`config.mk`:
```
export PLATFORM = sky130hd
export DESIGN_NAME = serial_adder
export DESIGN_NICKNAME = d
export VERILOG_FILES = /design/src/rtl/serial_adder_pkg.sv /design/src/rtl/full_adder.sv /design/src/rtl/serial_adder.sv
export SDC_FILE = /design/constraint.sdc
export NUM_CORES = 1
export LEC_CHECK = 0
export BUFFER_PORTS_ARGS = -buffer_cell sky130_fd_sc_hd__buf_4
export CAP_MARGIN = 30
export CORE_AREA = 2 2 64 66
export CTS_CLUSTER_DIAMETER = 60
export DETAILED_ROUTE_END_ITERATION = 10
export DIE_AREA = 0 0 66 68
export HOLD_SLACK_MARGIN = 0.1
export PLACE_DENSITY = 0.72
export SYNTH_ARGS = -nofsm -noshare
export SYNTH_HDL_FRONTEND = slang
export SYNTH_HIERARCHICAL = 1
export SYNTH_SLANG_ARGS = --single-unit
```
`constraint.sdc`:
```
create_clock -name clk -period 1.6 [get_ports clk]
set_input_delay 0.16 -clock clk [delete_from_list [all_inputs] [get_ports clk]]
set_output_delay 0.16 -clock clk [all_outputs]
set_load 0.02 [all_outputs]
```
`src/rtl/serial_adder_pkg.sv`:
```
// Shared definitions for the bit-serial adder/subtractor: FSM encoding and
// the bit-counter width helper.
package serial_adder_pkg;

  typedef enum logic [1:0] {
    IDLE = 2'b00,
    RUN  = 2'b01,
    DONE = 2'b10
  } state_t;

  // Counter must index bits 0..WIDTH-1 and never be zero-width.
  function automatic int CNT_W(input int width);
    int w;
    w = $clog2(width);
    return (w < 1) ? 1 : w;
  endfunction

endpackage

```
`src/rtl/full_adder.sv`:
```
// Single-bit full adder cell; the only arithmetic in the serial datapath.
module full_adder (
  input  logic a,
  input  logic b,
  input  logic c,
  output logic s,
  output logic co
);

  assign s  = a ^ b ^ c;
  assign co = (a & b) | (a & c) | (b & c);

endmodule

```
`src/rtl/serial_adder.sv`:
```
// LSB-first bit-serial adder/subtractor: one full-adder cell and a carry flop,
// WIDTH cycles per operation.
//
// Handshake: start is a request sampled only while idle (busy=0); the operands,
// sub and cin are captured on that edge and may change afterwards. busy stays
// high until the result is delivered, and done pulses for exactly one cycle
// with sum/Cout/ovf valid; those outputs hold until the next completion.
module serial_adder
  import serial_adder_pkg::*;
#(
  parameter int WIDTH = 8
) (
  input  logic             clk,
  input  logic             rst_n,
  input  logic             start,
  input  logic             sub,
  input  logic [WIDTH-1:0] inA,
  input  logic [WIDTH-1:0] inB,
  input  logic             cin,
  output logic             busy,
  output logic             done,
  output logic [WIDTH-1:0] sum,
  output logic             Cout,
  output logic             ovf,
  output state_t           dbg_state
);

  localparam int            CW   = CNT_W(WIDTH);
  localparam logic [CW-1:0] LAST = CW'(WIDTH - 1);

  state_t           state_q;
  state_t           state_d;
  logic [CW-1:0]    cnt_q;
  logic             carry_q;
  logic [WIDTH-1:0] opa_q;
  logic [WIDTH-1:0] opb_q;
  logic [WIDTH-1:0] psum_q;
  logic [WIDTH-1:0] psum_next;
  logic             fa_s;
  logic             fa_co;
  logic             last_bit;

  full_adder u_fa (
    .a  (opa_q[0]),
    .b  (opb_q[0]),
    .c  (carry_q),
    .s  (fa_s),
    .co (fa_co)
  );

  assign last_bit  = (cnt_q == LAST);
  // New sum bit enters at the MSB so that after WIDTH shifts bit 0 sits at the LSB.
  assign psum_next = (psum_q >> 1) | (WIDTH'(fa_s) << (WIDTH - 1));

  always_comb begin
    state_d = state_q;
    case (state_q)
      IDLE:    if (start) state_d = RUN;
      RUN:     if (last_bit) state_d = DONE;
      DONE:    state_d = IDLE;
      default: state_d = IDLE;
    endcase
  end

  always_ff @(posedge clk or negedge rst_n) begin
    if (!rst_n) state_q <= IDLE;
    else        state_q <= state_d;
  end

  always_ff @(posedge clk or negedge rst_n) begin
    if (!rst_n) begin
      cnt_q   <= '0;
      carry_q <= 1'b0;
      opa_q   <= '0;
      opb_q   <= '0;
      psum_q  <= '0;
      sum     <= '0;
      Cout    <= 1'b0;
      ovf     <= 1'b0;
    end else begin
      case (state_q)
        IDLE: begin
          if (start) begin
            // Subtraction is A + ~B + 1: invert B and force the initial carry.
            opa_q   <= inA;
            opb_q   <= sub ? ~inB : inB;
            carry_q <= sub ? 1'b1 : cin;
            cnt_q   <= '0;
            psum_q  <= '0;
          end
        end
        RUN: begin
          opa_q   <= opa_q >> 1;
          opb_q   <= opb_q >> 1;
          carry_q <= fa_co;
          psum_q  <= psum_next;
          if (last_bit) begin
            // carry_q is the carry into the MSB, fa_co the carry out of it.
            sum  <= psum_next;
            Cout <= fa_co;
            ovf  <= carry_q ^ fa_co;
          end else begin
            cnt_q <= cnt_q + CW'(1);
          end
        end
        default: ;
      endcase
    end
  end

  assign busy      = (state_q != IDLE);
  assign done      = (state_q == DONE);
  assign dbg_state = state_q;

endmodule

```
==> impl_metrics.json, run 1 <==
{
  "outcome": "finished clean",
  "fin_nets": 219,
  "ant_nets": 0,
  "cts_root_buf": "clkbuf_8",
  "fmaxAchievable_mhz": 654,
  "required_ns": 1.77,
  "drive_gt1_share_pct": 30.6,
  "firstDrtPassIters": 4,
  "drc": 0,
  "wire_per_inst_um": 14.5,
  "io-pin-count": 35,
  "multiInputGateArea_um2": 722,
  "slowest_stage": "dfrtp_1",
  "die_area_mm2": 0.00449,
  "clk_pin_slew_ns": 0.07,
  "fp-row-count": 23,
  "grt_pass1_wl_um": 6130,
  "setup_violations": 0,
  "clock_sinks": 39,
  "grt_max_degree": 40,
  "rsz0062_at_grt": "no",
  "finalHoldViolations": 0,
  "core_mm2": 0.00386,
  "avgViaCountPerCell": 5.30,
  "initialDrtViolationCount": 91,
  "chipWidth_um": 66,
  "avgSynthCellArea_um2": 11.4,
  "cp.arrival_ns": 1.70,
  "dp_hpwl_um": 2550,
  "crit_fanout": 7,
  "layout_setup_ws_ns": 0.0716,
  "irDropWorstVdd_mv": 0.858,
  "dp_slack_ns": 0.0761,
  "cts_tree": "yes",
  "htree_levels": 2,
  "final.min_clock_period_ns": 1.53,
  "synth-seq-area-share_pct": 55.4,
  "finalSetupTns_ns": 0,
  "critPathLaunchType": "flop",
  "ys_warn_count": 6,
  "antenna_found_initial": 0,
  "maxCapViolations": 0,
  "power_density_mw_per_mm2": 1870,
  "grt_usage_pct": 18.4,
  "routed_wl_um": 3570,
  "end_kind": "flop",
  "cpMostUsedCell": "ha_1",
  "gp_congestion": 0.736,
  "gr-total-overflow": 0,
  "maxSlewViolCount": 0,
  "clockBufferDepth": 2,
  "postSynthCellCount": 155,
  "worstHoldPathType": "input pin to flop",
  "port-buffer-count": 34,
  "max-slew-margin-rel_pct": 67.8,
  "antennaDiodeCount": 0,
  "leakage_uw": 0.00107,
  "tightestPinTransition_ns": 0.482,
  "skew_ns": 0.00398,
  "period_share_pct": 95.5,
  "syn-num-nets": 179,
  "yosys.cell_types.count": 32,
  "netlist_area_mm2": 0.00176,
  "via_count": 1304,
  "regArea_um2": 976,
  "nFillCells": 361,
  "ys_ff_latch": 39,
  "cpPeakStageDelay_ns": 0.41,
  "area.growth.synth_to_final_pct": 27.3,
  "criticalPathCategory": "flop to flop",
  "cts-buffers-inserted": 5,
  "path_cells": "ha_1, ha_1, nand3b_1, buf_4, mux2_1",
  "worstSkewPairLatency_ns": 0.29,
  "grt_pass1_vias": 1298,
  "initial_core_util_pct": 45.7,
  "die_h_um": 68
}
==> per-stage QoR <==
stage / std cells / utilization [%] / cell area [µm²] / hold WS (ns) / power, µW
after floorplan: 155 / - / 1760 / -0.136 / 2690
after global placement: 237 / 54.3 / 2100 / 0.151 / 3170
final: 246 / 58.2 / 2240 / 0.180 / 4190
after CTS: 246 / 58.0 / 2240 / 0.179 / 4230
after detailed placement: 237 / 54.3 / 2100 / 0.155 / 3260
after global routing: 246 / 58.2 / 2240 / 0.185 / 4500
==> synthesized netlist by cell type <==
| cell | count | share of area, % |
|---|---|---|
| dfrtp_1 | 39 | 55 |
| nand2_1 | 14 | 3.0 |
| o21ai_0 | 13 | 3.7 |
| nor2_1 | 10 | 2.1 |
| mux2_2 | 8 | 5.1 |
| xnor2_1 | 8 | 4.0 |
| a221o_1 | 7 | 4.0 |
| a22o_1 | 7 | 3.5 |
| buf_2 | 7 | 2.0 |
| a31oi_1 | 6 | 2.1 |
| a21oi_1 | 5 | 1.4 |
| and2_1 | 4 | 1.4 |
| nor2b_1 | 3 | 1.1 |
| a22oi_1 | 2 | 0.85 |
| and3b_1 | 2 | 0.99 |
| ha_1 | 2 | 1.4 |
| inv_1 | 2 | 0.43 |
| nand2b_1 | 2 | 0.71 |
| a2bb2oi_1 | 1 | 0.50 |
| buf_4 | 1 | 0.43 |
| buf_6 | 1 | 0.64 |
| clkbuf_1 | 1 | 0.21 |
| clkinv_2 | 1 | 0.28 |
| fa_1 | 1 | 1.1 |
| mux2_1 | 1 | 0.64 |
| nand3b_1 | 1 | 0.43 |
| nor2_2 | 1 | 0.36 |
| nor3_1 | 1 | 0.28 |
| o21bai_2 | 1 | 0.64 |
| o22ai_1 | 1 | 0.36 |
| or3b_1 | 1 | 0.50 |
| xor2_1 | 1 | 0.50 |
==> cells in the final DEF (no fill, tap or decap), types with 2 or more instances in the layout <==
cell type	count
ha_1	2
o21ai_0	13
buf_4	41
nand2b_1	2
mux2_2	8
nor2_1	10
bufinv_16	2
nor2b_1	3
and2_1	4
a31oi_1	6
inv_1	2
xnor2_1	8
and3b_1	2
a22oi_1	2
a21oi_1	5
clkbuf_8	5
a221o_1	7
nand2_1	14
dfrtp_1	39
a22o_1	7
==> critical path: cells and delay by family (launching register included) <==
kind,cells,cell delay (ns)
muxes,1,0.33
adders and majority gates,2,0.40
and+or+nand+nor,1,0.11
buffers and inverters,1,0.16
DFF,1,0.41
==> per-layer routing <==
| metal | vias up | track usage (%) | wire length, µm |
|---|---|---|---|
| met3 | 5 | 5.92 | 183 |
| met2 | 29 | 30.4 | 1750 |
| li1 | 628 | - | - |
| met5 | - | 0 | 0 |
| met4 | 0 | 6.89 | 40 |
| met1 | 642 | 22.8 | 1600 |
==> timing repair <==
| action | CTS | global route |
|---|---|---|
| endpoints found under the hold margin | 39 | 0 |
| setup buffers | 0 | 0 |
| setup endpoints to repair | 0 | 1 |
| hold buffers | 1 | 0 |
| resized for setup | 0 | 1 |
==> layout make-up <==
type	count	area share, %
Clock inverter	2	2.68
Sequential cell	39	43.5
Timing Repair Buffer	43	15.1
Tap cell	50	2.79
Inverter	3	0.558
Clock buffer	6	3.23
Multi-Input combinational cell	103	32.2
==> registers in the layout (all words and copies together) (netlist names) <==
signal	count
opa_q	8
opb_q	8
sum	8
psum_q	7
cnt_q	3
dbg_state	2
Cout	1
carry_q	1
ovf	1
==> where the power goes <==
group	switching [µW]	internal, µW
Combinational	758	777
Sequential	291	1400
Clock	336	623
Total	1390	2800
==> cells by family after synthesis <==
| logic type | after synthesis | synth area share [%] |
|---|---|---|
| compound gates | 43 | 17.0 |
| buf+inv | 13 | 3.97 |
| flops | 39 | 55.4 |
| simple gates | 39 | 10.9 |
| mux | 9 | 5.75 |
| fa+ha+maj | 3 | 2.55 |
| xor+xnor | 9 | 4.47 |
==> final timing paths <==
kind                       slack [ns]      from   endpoint  cells past startpoint
max                              0.07  cnt_q[0]     sum[6]                      5
min                              0.18    inA[5]   opa_q[5]                      3
max reg2reg                      0.07  cnt_q[0]     sum[6]                      5
min reg2reg                      0.49  opa_q[5]   opa_q[5]                      2
max in group asynchronous        0.88     rst_n       Cout                      2
min in group asynchronous        0.38     rst_n  psum_q[3]                      2
Note: power is estimated with default switching activity, not from simulation.
==> inputs of run 2 (changes only) <==
Settings changed: CORE_AREA 2 2 64 66 to 2 2 61 63, DIE_AREA 0 0 66 68 to 0 0 63 65, PLACE_DENSITY 0.72 to 0.75.
Clock period 1.6 ns to 1.74 ns, I/O delays scaled along.
==> run 2 against run 1 <==
  * Combinational power is 10% lower
  * Wire length is 8.0% lower
  * Critical path depth stayed put
  * Highest routed layer unchanged
  * Largest power group unchanged
==> impl_metrics.json, run 2 (synthesis gave the netlist of run 1 again) <==
{
  "critPathLaunchType": "flop",
  "cpPeakStageDelay_ns": 0.44,
  "cts_setup_buffers": 0,
  "die_area_mm2": 0.00410,
  "routed_wl_um": 3280,
  "die_h_um": 65,
  "antenna_found_initial": 0,
  "initial_core_util_pct": 50.4,
  "crit_fanout": 11,
  "chipWidth_um": 63,
  "crit_family": "flip-flops",
  "max-slew-margin-rel_pct": 36.7,
  "ant_nets": 0,
  "io-pin-count": 35,
  "slowest_stage": "dfrtp_1",
  "irDropWorstVdd_mv": 0.612,
  "rr_startpoint": "cnt_q[0]",
  "fmaxAchievable_mhz": 641,
  "finalHoldViolations": 0,
  "dpl_cell_area_mm2": 0.00207,
  "wire_per_inst_um": 13.6,
  "cts-buffers-inserted": 5,
  "fp-row-count": 22,
  "multiInputGateArea_um2": 717,
  "grt_pass1_wl_um": 5640,
  "regArea_um2": 976,
  "fin_nets": 217,
  "clk_pin_slew_ns": 0.12,
  "top_regs": "opa_q (8), opb_q (8), sum (8)",
  "htree_levels": 2,
  "cp.arrival_ns": 1.80,
  "end_kind": "flop",
  "gr-total-overflow": 0,
  "cts_tree": "yes",
  "setup_violations": 0,
  "maxCapViolations": 0,
  "layout_commonest_cell": "buf_4",
  "drive_gt1_share_pct": 30.4,
  "required_ns": 1.98,
  "gp_congestion": 0.733,
  "postLayoutCellArea_mm2": 0.00213,
  "fin_hold_ws_ns": 0.131,
  "initialDrtViolationCount": 61,
  "tightestPinTransition_ns": 0.949,
  "avgViaCountPerCell": 5.40,
  "clock_sinks": 39,
  "min-delay-start": "inA[5]",
  "fin_util_pct": 61.0,
  "core_mm2": 0.00350,
  "outcome": "finished clean",
  "leakage_uw": 0.00102,
  "cpMostUsedCell": "ha_1",
  "cts_root_buf": "clkbuf_4",
  "drc": 0,
  "worst-path-buf-inv": 1,
  "criticalPathCategory": "flop to flop",
  "final.min_clock_period_ns": 1.56,
  "via_count": 1306,
  "path_cells": "ha_1, ha_1, nand3b_1, buf_4, mux2_2",
  "dp_hpwl_um": 2340,
  "area.growth.synth_to_final_pct": 21.0,
  "grt_pass1_vias": 1216,
  "final_cell_mix": "buf_4 (40), dfrtp_1 (39), nand2_1 (14)",
  "rsz0062_at_grt": "no",
  "firstDrtPassIters": 4,
  "ctsResizeCount": 0,
  "antennaDiodeCount": 0,
  "clockBufferDepth": 2,
  "grt_usage_pct": 18.0,
  "startpoint": "cnt_q[0]",
  "finalSetupTns_ns": 0,
  "period_share_pct": 89.7,
  "grt_max_degree": 40,
  "nFillCells": 294,
  "power_density_mw_per_mm2": 1580,
  "worstHoldPathType": "input pin to flop",
  "maxSlewViolCount": 0,
  "port-buffer-count": 34,
  "worstSkewPairLatency_ns": 0.34,
  "skew_ns": 0.00571
}
-- run 2: timing repair --
item / 4_1_cts / 5_1_grt
hold buffers: 1 / 0
setup endpoints to repair: 0 / 0
endpoints found under the hold margin: 39 / 0
-- run 2: power breakdown --
group	total [µW]	switching, µW	internal, µW	leakage [µW]
clock	453	299	154	0.0000272
combinational	1380	697	685	0.000486
sequential	1540	259	1290	0.000503
total	3380	1260	2120	0.00102
-- run 2: per-stage QoR --
| stage | instances | setup WS, ns | power (µW) |
|---|---|---|---|
| 2_1_floorplan | 155 | 0.160 | 2480 |
| 3_3_place_gp | 233 | 0.243 | 2880 |
| 3_5_place_dp | 233 | 0.198 | 2960 |
| 4_1_cts | 242 | 0.189 | 3410 |
| 5_1_grt | 242 | 0.0457 | 3640 |
| 6_report | 242 | 0.180 | 3380 |
-- run 2: final cells by class --
class                   instances  share of cell area (%)
clock buffers                   5                    1.76
clock inverters                 3                   0.938
inverters                       3                   0.587
multi-input cells             103                    33.6
flip-flops and latches         39                    45.7
well taps                      48                    2.82
repair buffers                 41                    14.5
-- run 2: worst paths after layout --
kind	cells after the start	end	slack (ns)
max	5	sum[5]	0.18
min	3	opa_q[5]	0.13
max reg2reg	5	sum[5]	0.18
min reg2reg	2	opa_q[5]	0.48
max in group asynchronous	2	carry_q	1.10
min in group asynchronous	2	cnt_q[2]	0.31
-- run 2: tightest hold or removal path: cells and delay by family --
kind / cells / cell delay (ns)
compound gates: 2 / 0.19
buf+inv: 1 / 0.08
-- run 2: metal layers --
| metal | GRT usage [%] | vias up | part of all wire (%) |
|---|---|---|---|
| li1 | - | 626 | - |
| met1 | 22.1 | 641 | 46 |
| met2 | 29.9 | 33 | 48 |
| met3 | 5.21 | 6 | 4.4 |
| met4 | 7.50 | 0 | 1.7 |
| met5 | 0 | - | 0 |
==> inputs of run 3 (changes only) <==
Settings changed: CORE_AREA 2 2 61 63 to 2 2 62 64, DIE_AREA 0 0 63 65 to 0 0 64 66, SYNTH_HIERARCHICAL 1 to not set.
==> run 3 against run 2 <==
  * Sequential cell count did not move
  * Critical path type is now flop to output pin
  * Clock-buffer cell count rose by 1
  * Critical path depth fell by 2
  * Maximum frequency fell by 3.0%
  * Sequential share of layout area fell by 0.97 points
  * Highest routed layer unchanged
  * Setup slack got worse by 0.048 ns
==> impl_metrics.json, run 3 <==
{
  "outcome": "finished clean",
  "initial_core_util_pct": 51.6,
  "syn-num-nets": 167,
  "async_flop_share_pct": 100,
  "postSynthCellCount": 143,
  "synth_edf_count": 0,
  "nFillCells": 295,
  "drc": 0,
  "antennaDiodeCount": 0,
  "crit_family": "flip-flops",
  "crit_fanout": 12,
  "chipWidth_um": 64,
  "fmaxAchievable_mhz": 622,
  "criticalPathCategory": "flop to output pin",
  "required_ns": 1.57,
  "worstSkewPairLatency_ns": 0.33,
  "initialDrtViolationCount": 77,
  "max-slew-margin-rel_pct": 58.9,
  "core_mm2": 0.00355,
  "grt_pass1_wl_um": 6100,
  "fin_util_pct": 61.5,
  "maxSlewViolCount": 0,
  "grt_max_degree": 40,
  "synth.top_cell.area_share_pct": 53.3,
  "critPathLaunchType": "flop",
  "cts_tree": "yes",
  "leakage_uw": 0.00109,
  "dp_hpwl_um": 2540,
  "slowest_stage": "dfrtp_2",
  "ys_ff_latch": 39,
  "clockBufferDepth": 2,
  "die_h_um": 66,
  "cts_root_buf": "clkbuf_4",
  "ant_nets": 0,
  "avgViaCountPerCell": 5.40,
  "antenna_found_initial": 0,
  "finalSetupTns_ns": 0,
  "cpPeakStageDelay_ns": 0.52,
  "ys_top_cells_by_count": "dfrtp_1 (39), a22o_1 (13), nand2_1 (11)",
  "area.growth.synth_to_final_pct": 19.2,
  "worst-path-buf-inv": 2,
  "grt_usage_pct": 19.2,
  "ff2ff_setup_slack_ns": 0.18,
  "fin_nets": 205,
  "cpMostUsedCell": "buf_4",
  "synth-seq-area-share_pct": 53.3,
  "die_area_mm2": 0.00422,
  "cp.arrival_ns": 1.43,
  "firstDrtPassIters": 4,
  "setup_violations": 0,
  "netlist_area_mm2": 0.00183,
  "layout_commonest_cell": "buf_4",
  "synth.largest_area_cell": "dfrtp_1",
  "power_density_mw_per_mm2": 1630,
  "rsz0062_at_grt": "no",
  "tightestPinTransition_ns": 0.615,
  "via_count": 1237,
  "period_share_pct": 92.4,
  "grt_pass1_vias": 1298,
  "yosys.cell_types.count": 30,
  "htree_levels": 2,
  "skew_ns": 0.00605,
  "yosysMostFrequentCell": "dfrtp_1",
  "io-pin-count": 35,
  "clk_pin_slew_ns": 0.10,
  "finalHoldViolations": 0,
  "final.min_clock_period_ns": 1.61,
  "synth_area_leaders": "dfrtp_1 (53%), a22o_1 (6.2%), mux2_4 (5.7%)",
  "final_cell_mix": "buf_4 (40), dfrtp_1 (38), a22o_1 (13)",
  "ys.flop_type": "dfrtp_1",
  "clock_sinks": 39,
  "end_kind": "output pin",
  "top_regs": "opa_q (8), opb_q (8), sum (8)",
  "gr-total-overflow": 0,
  "path_cells": "buf_4, or2_1, buf_4",
  "worstHoldPathType": "input pin to flop",
  "port-buffer-count": 34,
  "cts-buffers-inserted": 5,
  "ys_warn_count": 0,
  "fp-row-count": 22,
  "routed_wl_um": 3520,
  "gp_congestion": 0.728,
  "avgSynthCellArea_um2": 12.8,
  "irDropWorstVdd_mv": 0.630,
  "drive_gt1_share_pct": 33.1,
  "wire_per_inst_um": 15.4,
  "maxCapViolations": 0
}
==> run 3: changes by cell type in the layout (fill, tap and decap cells not counted), moves of 5 or more <==
cell / before / now
xnor2_1: 8 / 2
mux2_2: 8 / 1
a31oi_1: 6 / 0
xor2_1: 1 / 7
a22o_1: 7 / 13
nor2_1: 10 / 2
a22oi_1: 2 / 7
o21ai_0: 13 / 0
o21ai_1: 0 / 10
mux2_4: 0 / 7
==> run 3: cell type report <==
class | instances | area, µm² | area share, %
clock buffers | 6 | 51.3 | 2.35
clock inverters | 1 | 5.00 | 0.229
inverters | 2 | 7.51 | 0.344
multi-input cells | 91 | 761 | 34.9
flip-flops and latches | 39 | 977 | 44.8
well taps | 48 | 60.1 | 2.75
repair buffers | 42 | 320 | 14.7
==> run 3: per-layer routing <==
| layer | vias up | GRT usage [%] | routed length (µm) |
|---|---|---|---|
| met4 | 0 | 5.98 | 53 |
| met3 | 6 | 6.30 | 163 |
| met5 | - | 0 | 0 |
| met1 | 603 | 24.7 | 1630 |
| li1 | 595 | - | - |
| met2 | 33 | 30.7 | 1670 |
==> run 3: where the power goes <==
group / switching (µW) / internal, µW / leakage [µW]
sequential: 285 / 1280 / 0.000499
clock: 274 / 187 / 0.0000341
combinational: 710 / 812 / 0.000559
total: 1270 / 2280 / 0.00109
==> run 3: path summary, 6_finish.rpt <==
path / startpoint / to / depth (start not counted)
max: dbg_state[0] / busy / 3
min: inA[3] / opa_q[3] / 3
max reg2reg: cnt_q[0] / sum[6] / 4
min reg2reg: sum[5] / sum[5] / 1
max in group asynchronous: rst_n / dbg_state[0] / 2
min in group asynchronous: rst_n / opb_q[6] / 2
==> run 3: tightest hold or removal path: stages <==
cell and delay [ns]:
buf_4 0.08, a22oi_1 0.05, o21ai_1 0.11
==> run 3: stage by stage <==
| stage | std cells | hold WS (ns) | power, µW | setup slack, ns | instance area [µm²] |
|---|---|---|---|---|---|
| after global placement | 220 | 0.163 | 3030 | 0.225 | 2100 |
| after detailed placement | 220 | 0.171 | 3110 | 0.152 | 2100 |
| after floorplan | 143 | -0.122 | 2630 | 0.242 | 1830 |
| after CTS | 228 | 0.106 | 3580 | 0.0155 | 2170 |
| after global routing | 229 | 0.122 | 3800 | 0.0679 | 2180 |
| final | 229 | 0.121 | 3550 | 0.132 | 2180 |
==> run 3: timing repair <==
item,in CTS,in global routing
resized for setup,0,1
endpoints found under the hold margin,39,1
setup endpoints to repair,0,2
hold buffers,1,1
setup buffers,0,0
==> run 3: logic make-up (layout without fill, tap and decap cells) <==
| family | after synthesis | count (layout) | synth area share (%) |
|---|---|---|---|
| buffers and inverters | 13 | 51 | 5.13 |
| adder cells (fa/ha/maj) | 3 | 3 | 2.46 |
| multiplexers | 10 | 10 | 7.59 |
| flip-flops | 39 | 39 | 53.3 |
| AND/OR/NAND/NOR | 28 | 28 | 9.30 |
| AO/OA/AOI/OAI | 41 | 41 | 17.9 |
| XOR/XNOR | 9 | 9 | 4.31 |
